`src/rtl/wide_add_sequencer_pkg.sv`:
```
// Shared ALU-level definitions: sequencer state encoding, slice width,
// default operand size and the signed-overflow flag helper.
package wide_add_sequencer_pkg;

    localparam int DEFAULT_BYTES = 4;
    localparam int SLICE_W       = 8;

    typedef enum logic [1:0] {
        ST_IDLE = 2'd0,
        ST_RUN  = 2'd1,
        ST_DONE = 2'd2
    } seq_state_t;

    // Two's-complement overflow: operands agree in sign, result does not.
    function automatic logic signed_overflow(input logic a_msb,
                                             input logic b_msb,
                                             input logic r_msb);
        return (a_msb == b_msb) && (r_msb != a_msb);
    endfunction

endpackage

```
`src/rtl/wide_add_sequencer_cla_adder.sv`:
```
// Small carry-lookahead adder. Every carry is formed directly from the
// generate/propagate terms and c_in rather than rippling.
module cla_adder #(
    parameter int W = 8
) (
    input  logic [W-1:0] a,
    input  logic [W-1:0] b,
    input  logic         c_in,
    output logic [W-1:0] sum,
    output logic         c_out
);

    logic [W-1:0] g;
    logic [W-1:0] p;
    logic [W:0]   c;
    logic         prop;
    logic         gen;

    assign g = a & b;
    assign p = a ^ b;

    // Expand each carry as g[i] | p[i]g[i-1] | ... | p[i..0]c_in.
    always_comb begin
        c    = '0;
        prop = 1'b0;
        gen  = 1'b0;
        c[0] = c_in;
        for (int i = 0; i < W; i++) begin
            prop = p[i];
            gen  = g[i];
            for (int j = i - 1; j >= 0; j--) begin
                gen  = gen | (prop & g[j]);
                prop = prop & p[j];
            end
            c[i+1] = gen | (prop & c_in);
        end
    end

    assign sum   = p ^ c[W-1:0];
    assign c_out = c[W];

endmodule

```
`src/rtl/wide_add_sequencer.sv`:
```
// Byte-serial wide adder/subtractor. One 8-bit adder is reused each RUN
// cycle, least-significant byte first, with the carry held in a register.
module wide_add_sequencer
    import wide_add_sequencer_pkg::*;
#(
    parameter int BYTES = DEFAULT_BYTES
) (
    input  logic                 clk,
    input  logic                 rst,
    input  logic                 start,
    input  logic                 sub,
    input  logic [8*BYTES-1:0]   a,
    input  logic [8*BYTES-1:0]   b,
    output logic [8*BYTES-1:0]   result,
    output logic                 c_out,
    output logic                 overflow,
    output logic                 zero,
    output logic                 busy,
    output logic                 done
);

    localparam int W     = SLICE_W * BYTES;
    localparam int IDX_W = (BYTES > 1) ? $clog2(BYTES) : 1;
    localparam logic [IDX_W-1:0] LAST_IDX = IDX_W'(BYTES - 1);

    seq_state_t       state_reg;
    seq_state_t       state_next;
    logic [IDX_W-1:0] idx_reg;
    logic             carry_reg;
    logic [W-1:0]     a_reg;
    logic [W-1:0]     b_reg;      // already inverted when subtracting
    logic             sub_reg;

    logic             accept;
    logic             running;
    logic             last_byte;

    logic [SLICE_W-1:0] a_slice [BYTES];
    logic [SLICE_W-1:0] b_slice [BYTES];
    logic [SLICE_W-1:0] slice_a;
    logic [SLICE_W-1:0] slice_b;
    logic [SLICE_W-1:0] slice_sum;
    logic               slice_cin;
    logic               slice_cout;
    logic [W-1:0]       merged;   // result with the current byte written in

    assign accept    = (state_reg == ST_IDLE) && start;
    assign running   = (state_reg == ST_RUN);
    assign last_byte = running && (idx_reg == LAST_IDX);

    // Byte views of the latched operands, and the merge of the new sum byte.
    generate
        for (genvar gi = 0; gi < BYTES; gi++) begin : g_bytes
            assign a_slice[gi] = a_reg[gi*SLICE_W +: SLICE_W];
            assign b_slice[gi] = b_reg[gi*SLICE_W +: SLICE_W];
            assign merged[gi*SLICE_W +: SLICE_W] =
                (idx_reg == IDX_W'(gi)) ? slice_sum : result[gi*SLICE_W +: SLICE_W];
        end
    endgenerate

    assign slice_a   = a_slice[idx_reg];
    assign slice_b   = b_slice[idx_reg];
    assign slice_cin = (idx_reg == '0) ? sub_reg : carry_reg;

    cla_adder #(
        .W     (SLICE_W)
    ) u_adder (
        .a     (slice_a),
        .b     (slice_b),
        .c_in  (slice_cin),
        .sum   (slice_sum),
        .c_out (slice_cout)
    );

    // State register.
    always_ff @(posedge clk or posedge rst) begin
        if (rst) begin
            state_reg <= ST_IDLE;
        end else begin
            state_reg <= state_next;
        end
    end

    // Next-state: IDLE -> RUN on start, RUN -> DONE after the top byte,
    // DONE always returns to IDLE so held start leaves one IDLE cycle.
    always_comb begin
        state_next = state_reg;
        case (state_reg)
            ST_IDLE: if (start)     state_next = ST_RUN;
            ST_RUN:  if (last_byte) state_next = ST_DONE;
            ST_DONE:                state_next = ST_IDLE;
            default:                state_next = ST_IDLE;
        endcase
    end

    // Operand capture, per-byte accumulation and final flag registration.
    always_ff @(posedge clk or posedge rst) begin
        if (rst) begin
            idx_reg   <= '0;
            carry_reg <= 1'b0;
            a_reg     <= '0;
            b_reg     <= '0;
            sub_reg   <= 1'b0;
            result    <= '0;
            c_out     <= 1'b0;
            overflow  <= 1'b0;
            zero      <= 1'b0;
        end else if (accept) begin
            a_reg   <= a;
            b_reg   <= sub ? ~b : b;
            sub_reg <= sub;
            idx_reg <= '0;
            result  <= '0;
        end else if (running) begin
            result    <= merged;
            carry_reg <= slice_cout;
            idx_reg   <= last_byte ? '0 : idx_reg + 1'b1;
            if (last_byte) begin
                c_out    <= slice_cout;
                overflow <= signed_overflow(a_reg[W-1], b_reg[W-1], slice_sum[SLICE_W-1]);
                zero     <= (merged == '0);
            end
        end
    end

    assign busy = (state_reg != ST_IDLE);
    assign done = (state_reg == ST_DONE);

endmodule

```
`config.mk`:
```
export PLATFORM = sky130hd
export DESIGN_NAME = wide_add_sequencer
export DESIGN_NICKNAME = d
export VERILOG_FILES = /design/src/rtl/wide_add_sequencer_pkg.sv /design/src/rtl/wide_add_sequencer_cla_adder.sv /design/src/rtl/wide_add_sequencer.sv
export SDC_FILE = /design/constraint.sdc
export NUM_CORES = 1
export LEC_CHECK = 0
export CAP_MARGIN = 5
export CORE_UTILIZATION = 40
export CTS_BUF_LIST = sky130_fd_sc_hd__clkbuf_4
export DETAILED_ROUTE_END_ITERATION = 10
export GPL_TIMING_DRIVEN = 0
export PLACE_DENSITY = 0.67
export REMOVE_ABC_BUFFERS = 1
export SYNTH_ARGS = -nofsm -noshare
export SYNTH_HDL_FRONTEND = slang
export SYNTH_SLANG_ARGS = --single-unit
```
`constraint.sdc`:
```
create_clock -name clk -period 3.2 [get_ports clk]
set_input_delay 0.32 -clock clk [delete_from_list [all_inputs] [get_ports clk]]
set_output_delay 0.32 -clock clk [all_outputs]
set_load 0.02 [all_outputs]
```
==> reports/results.tsv <==
stage	metric	value	unit
worst_setup_path	register-to-register setup slack	0.09	ns
logic_synthesis	mean area per synthesized cell	11.8	um2
route	detailed-route wire length per cell	16.5	um
floorplanning	number of placed I/O pins	105	
route	sum of met2 wire segment lengths after detailed routing	5480	um
floorplanning	placeable core region	12700	um2
logic_synthesis	Post-Syn Instances	441	
cells_and_area	Finished Layout Cells	721	
sta	headroom to the max-slew limit	0.373	
placed_design	Placer Congestion	0.832	
logic_synthesis	share of synthesized area occupied by flip-flops and latches	0.503	
worst_setup_path	critical path data required time	3.60	ns
cells_and_area	Area growth, synth to finish	30.4	%
cts	later-pin clock latency in the skew report	0.47	ns
cells_and_area	post-layout net count	625	
status	outcome	complete, no violations	
route	final wirelength	11900	um
worst_setup_path	cells along the critical path	inv_1 > ha_4 > mux2_4 > fa_2 > nor2_1 > or4b_1 > a2111oi_1 > o311ai_1 > o21ai_1	
grt	number of global-route vias before repair	3642	
logic_synthesis	most area-hungry cell type in the Yosys netlist	dfrtp_1	
logic_synthesis	commonest register cell after synthesis	dfrtp_1	
cells_and_area	total inserted antenna cells	0	
cts	CTS tree	done	
placed_design	placed instance count	693	
floorplanning	number of standard-cell rows in the floorplan	41	
worst_setup_path	critical-path cell with the highest stage delay	dfrtp_4	
sta	count of pins over their slew limit	0	
cts	# H-tree levels	3	
sta	share of the clock period used by the worst path	0.972	
worst_setup_path	reg2reg start	idx_reg[0]$_DFFE_PP0P_	
job	number of max-capacitance violations reported	0	
route	detailed route wirelength on metal3	595	um
grt	largest net degree at the start of global routing	56	
cells_and_area	number of inserted filler cells in the final layout	1106	
cts	count of hold-fix buffers inserted at cts	0	
min_path	worst hold path type	in -> async	
cells_and_area	fraction of final layout cells with drive strength greater than 1	0.191	
logic_synthesis	number of register bits inferred by synthesis	105	
sta	number of endpoints with negative hold slack in the final report	0	
route	DRC marker count from the first detailed-route iteration	222	
route	number of vias in the routed layout	3849	
sta	Final Skew	0.0141	ns
logic_synthesis	number of warnings reported in the yosys synthesis log	0	
worst_setup_path	WP data arrival	3.51	ns
worst_setup_path	Bufs and invs on worst path	1	
logic_synthesis	fraction of post-synthesis cell area in the top cell type by area	0.503	
worst_setup_path	CP endpoint kind	register	
worst_setup_path	Worst Reg2Reg Path Length in Cells	9	
cts	Max Buffers Root-to-Sink	2	
worst_setup_path	Max FO, Critical Path	6	
logic_synthesis	Post-synth EDFFs	0	
grt	wire length of the first global-routing pass	18900	um
logic_synthesis	number of unique standard cell types used by synthesis	51	
floorplanning	chip width	116	um
worst_setup_path	stage delay of the slowest cell on the critical path	0.59	ns
floorplanning	Total Die Area	13500	um2
cts	Num CTS Buffers	9	
sta	Fmax achieved	322	MHz
floorplanning	Initial Util	0.412	
worst_setup_path	path type of the worst setup path	reg -> reg	
route	number of routed nets with antenna violations	0	
sta	slew at the pin with the worst max-slew slack	0.941	ns
placed_design	half-perimeter wire length after detailed placement	8190	um
route	detailed-route vias per instance	5.34	
cells_and_area	commonest cells after routing, fill and taps aside	dfrtp_1 (103), clkdlybuf4s50_1 (103), nor2_1 (47)	
logic_synthesis	cell area after synthesis	5220	um2
placed_design	count of port buffers added during placement	104	
sta	RSZ-0062 raised after global routing	true	
route	uppermost metal layer occupied by signal nets	met4	
route	DRC violations left	0	
sta	total setup violations reported at the end of the flow	0	
grt	GRT Overall Usage	0.183	
floorplanning	vertical die dimension	116	um
worst_setup_path	Worst path top cell family by delay	adder cells	
cts	clock transition at the registers of the reported paths	0.16	ns
logic_synthesis	Synth area leaders	dfrtp_1 (50%), mux2_2 (7.1%), mux4_2 (6.9%)	
grt	antenna violations before repair	0	
cts	CTS Root Buffer Type	clkbuf_4	
sta	clock period minus worst slack	3.11	ns
worst_setup_path	endpoint of the most critical register-to-register path	zero$_DFFE_PP0P_	
grt	GRT overflow	0	
route	drt first pass iters	4	
logic_synthesis	post-synthesis async set-or-reset flop share	1.00	
cts	Sinks on Clock Net	105	
sta	smallest hold slack	0.277	ns
route	M1 WL	5610	um
worst_setup_path	Worst setup SP type	register	
## area by class of cell
| cell class | count | area (um2) | share of cell area |
|---|---|---|---|
| Clock buffer | 11 | 82.6 | 0.0121 |
| Clock inverter | 5 | 56.3 | 0.00827 |
| Inverter | 6 | 25.0 | 0.00368 |
| Multi-Input combinational cell | 303 | 2550 | 0.374 |
| Sequential cell | 105 | 2640 | 0.387 |
| Tap cell | 172 | 215 | 0.0316 |
| Timing Repair Buffer | 119 | 1250 | 0.183 |
## layer usage
metal / vias up / track usage
li1: 1813 / -
met1: 1885 / 0.259
met2: 132 / 0.280
met3: 19 / 0.0306
met4: 0 / 0.0752
met5: - / 0
## worst max path at each step
stage	start	end	slack, ns	cells past startpoint
floorplan	state_reg[0]$_DFFE_PP0P_	result[28]$_DFFE_PP0P_	-2.29	4
global placement	start	result[28]$_DFFE_PP0P_	-4.10	5
detailed placement	idx_reg[0]$_DFFE_PP0P_	zero$_DFFE_PP0P_	-1.07	9
CTS	idx_reg[0]$_DFFE_PP0P_	zero$_DFFE_PP0P_	0.006	9
global route	idx_reg[0]$_DFFE_PP0P_	zero$_DFFE_PP0P_	-0.07	9
finish	idx_reg[0]$_DFFE_PP0P_	zero$_DFFE_PP0P_	0.09	9
## repair_timing
action	in CTS	in global routing
pin swaps	1	3
setup buffers	7	5
endpoints found under the setup margin	36	19
gates resized for setup	10	11
## through the flow
| step | util | setup TNS, ns | setup WS, ns | cell area, um2 |
|---|---|---|---|---|
| after detailed placement | 0.509 | -20.46 | -1.07 | 6440 |
| final | 0.537 | 0 | 0.0910 | 6810 |
| after CTS | 0.530 | 0 | 0.00650 | 6710 |
| after floorplan | - | -179.63 | -2.29 | 5120 |
| after global routing | 0.537 | -0.109 | -0.0742 | 6810 |
| after global placement | 0.503 | -467.09 | -4.10 | 6370 |
## logic make-up (layout without fill, tap and decap cells)
family,count (synthesis),in the layout,synth area share
AO/OA/AOI/OAI,104,104,0.141
XOR/XNOR,38,38,0.0638
adder cells (fa/ha/maj),13,13,0.0326
buffers and inverters,33,141,0.0242
flip-flops,105,105,0.503
multiplexers,55,55,0.153
AND/OR/NAND/NOR,93,93,0.0827
## Yosys cell counts (all sizes together) (6+ instances only)
cell type and instances:
xnor2 36, nand2 11, ha 12, o21ai 8, clkbuf 11, nor2 50
nor3 6, buf 16, a22o 28, inv 6, mux4 16, a21oi 44
dfrtp 105, mux2 34
Power is not shown: default switching activity piles up to over one toggle a cycle in this logic, so the estimate is an artifact.
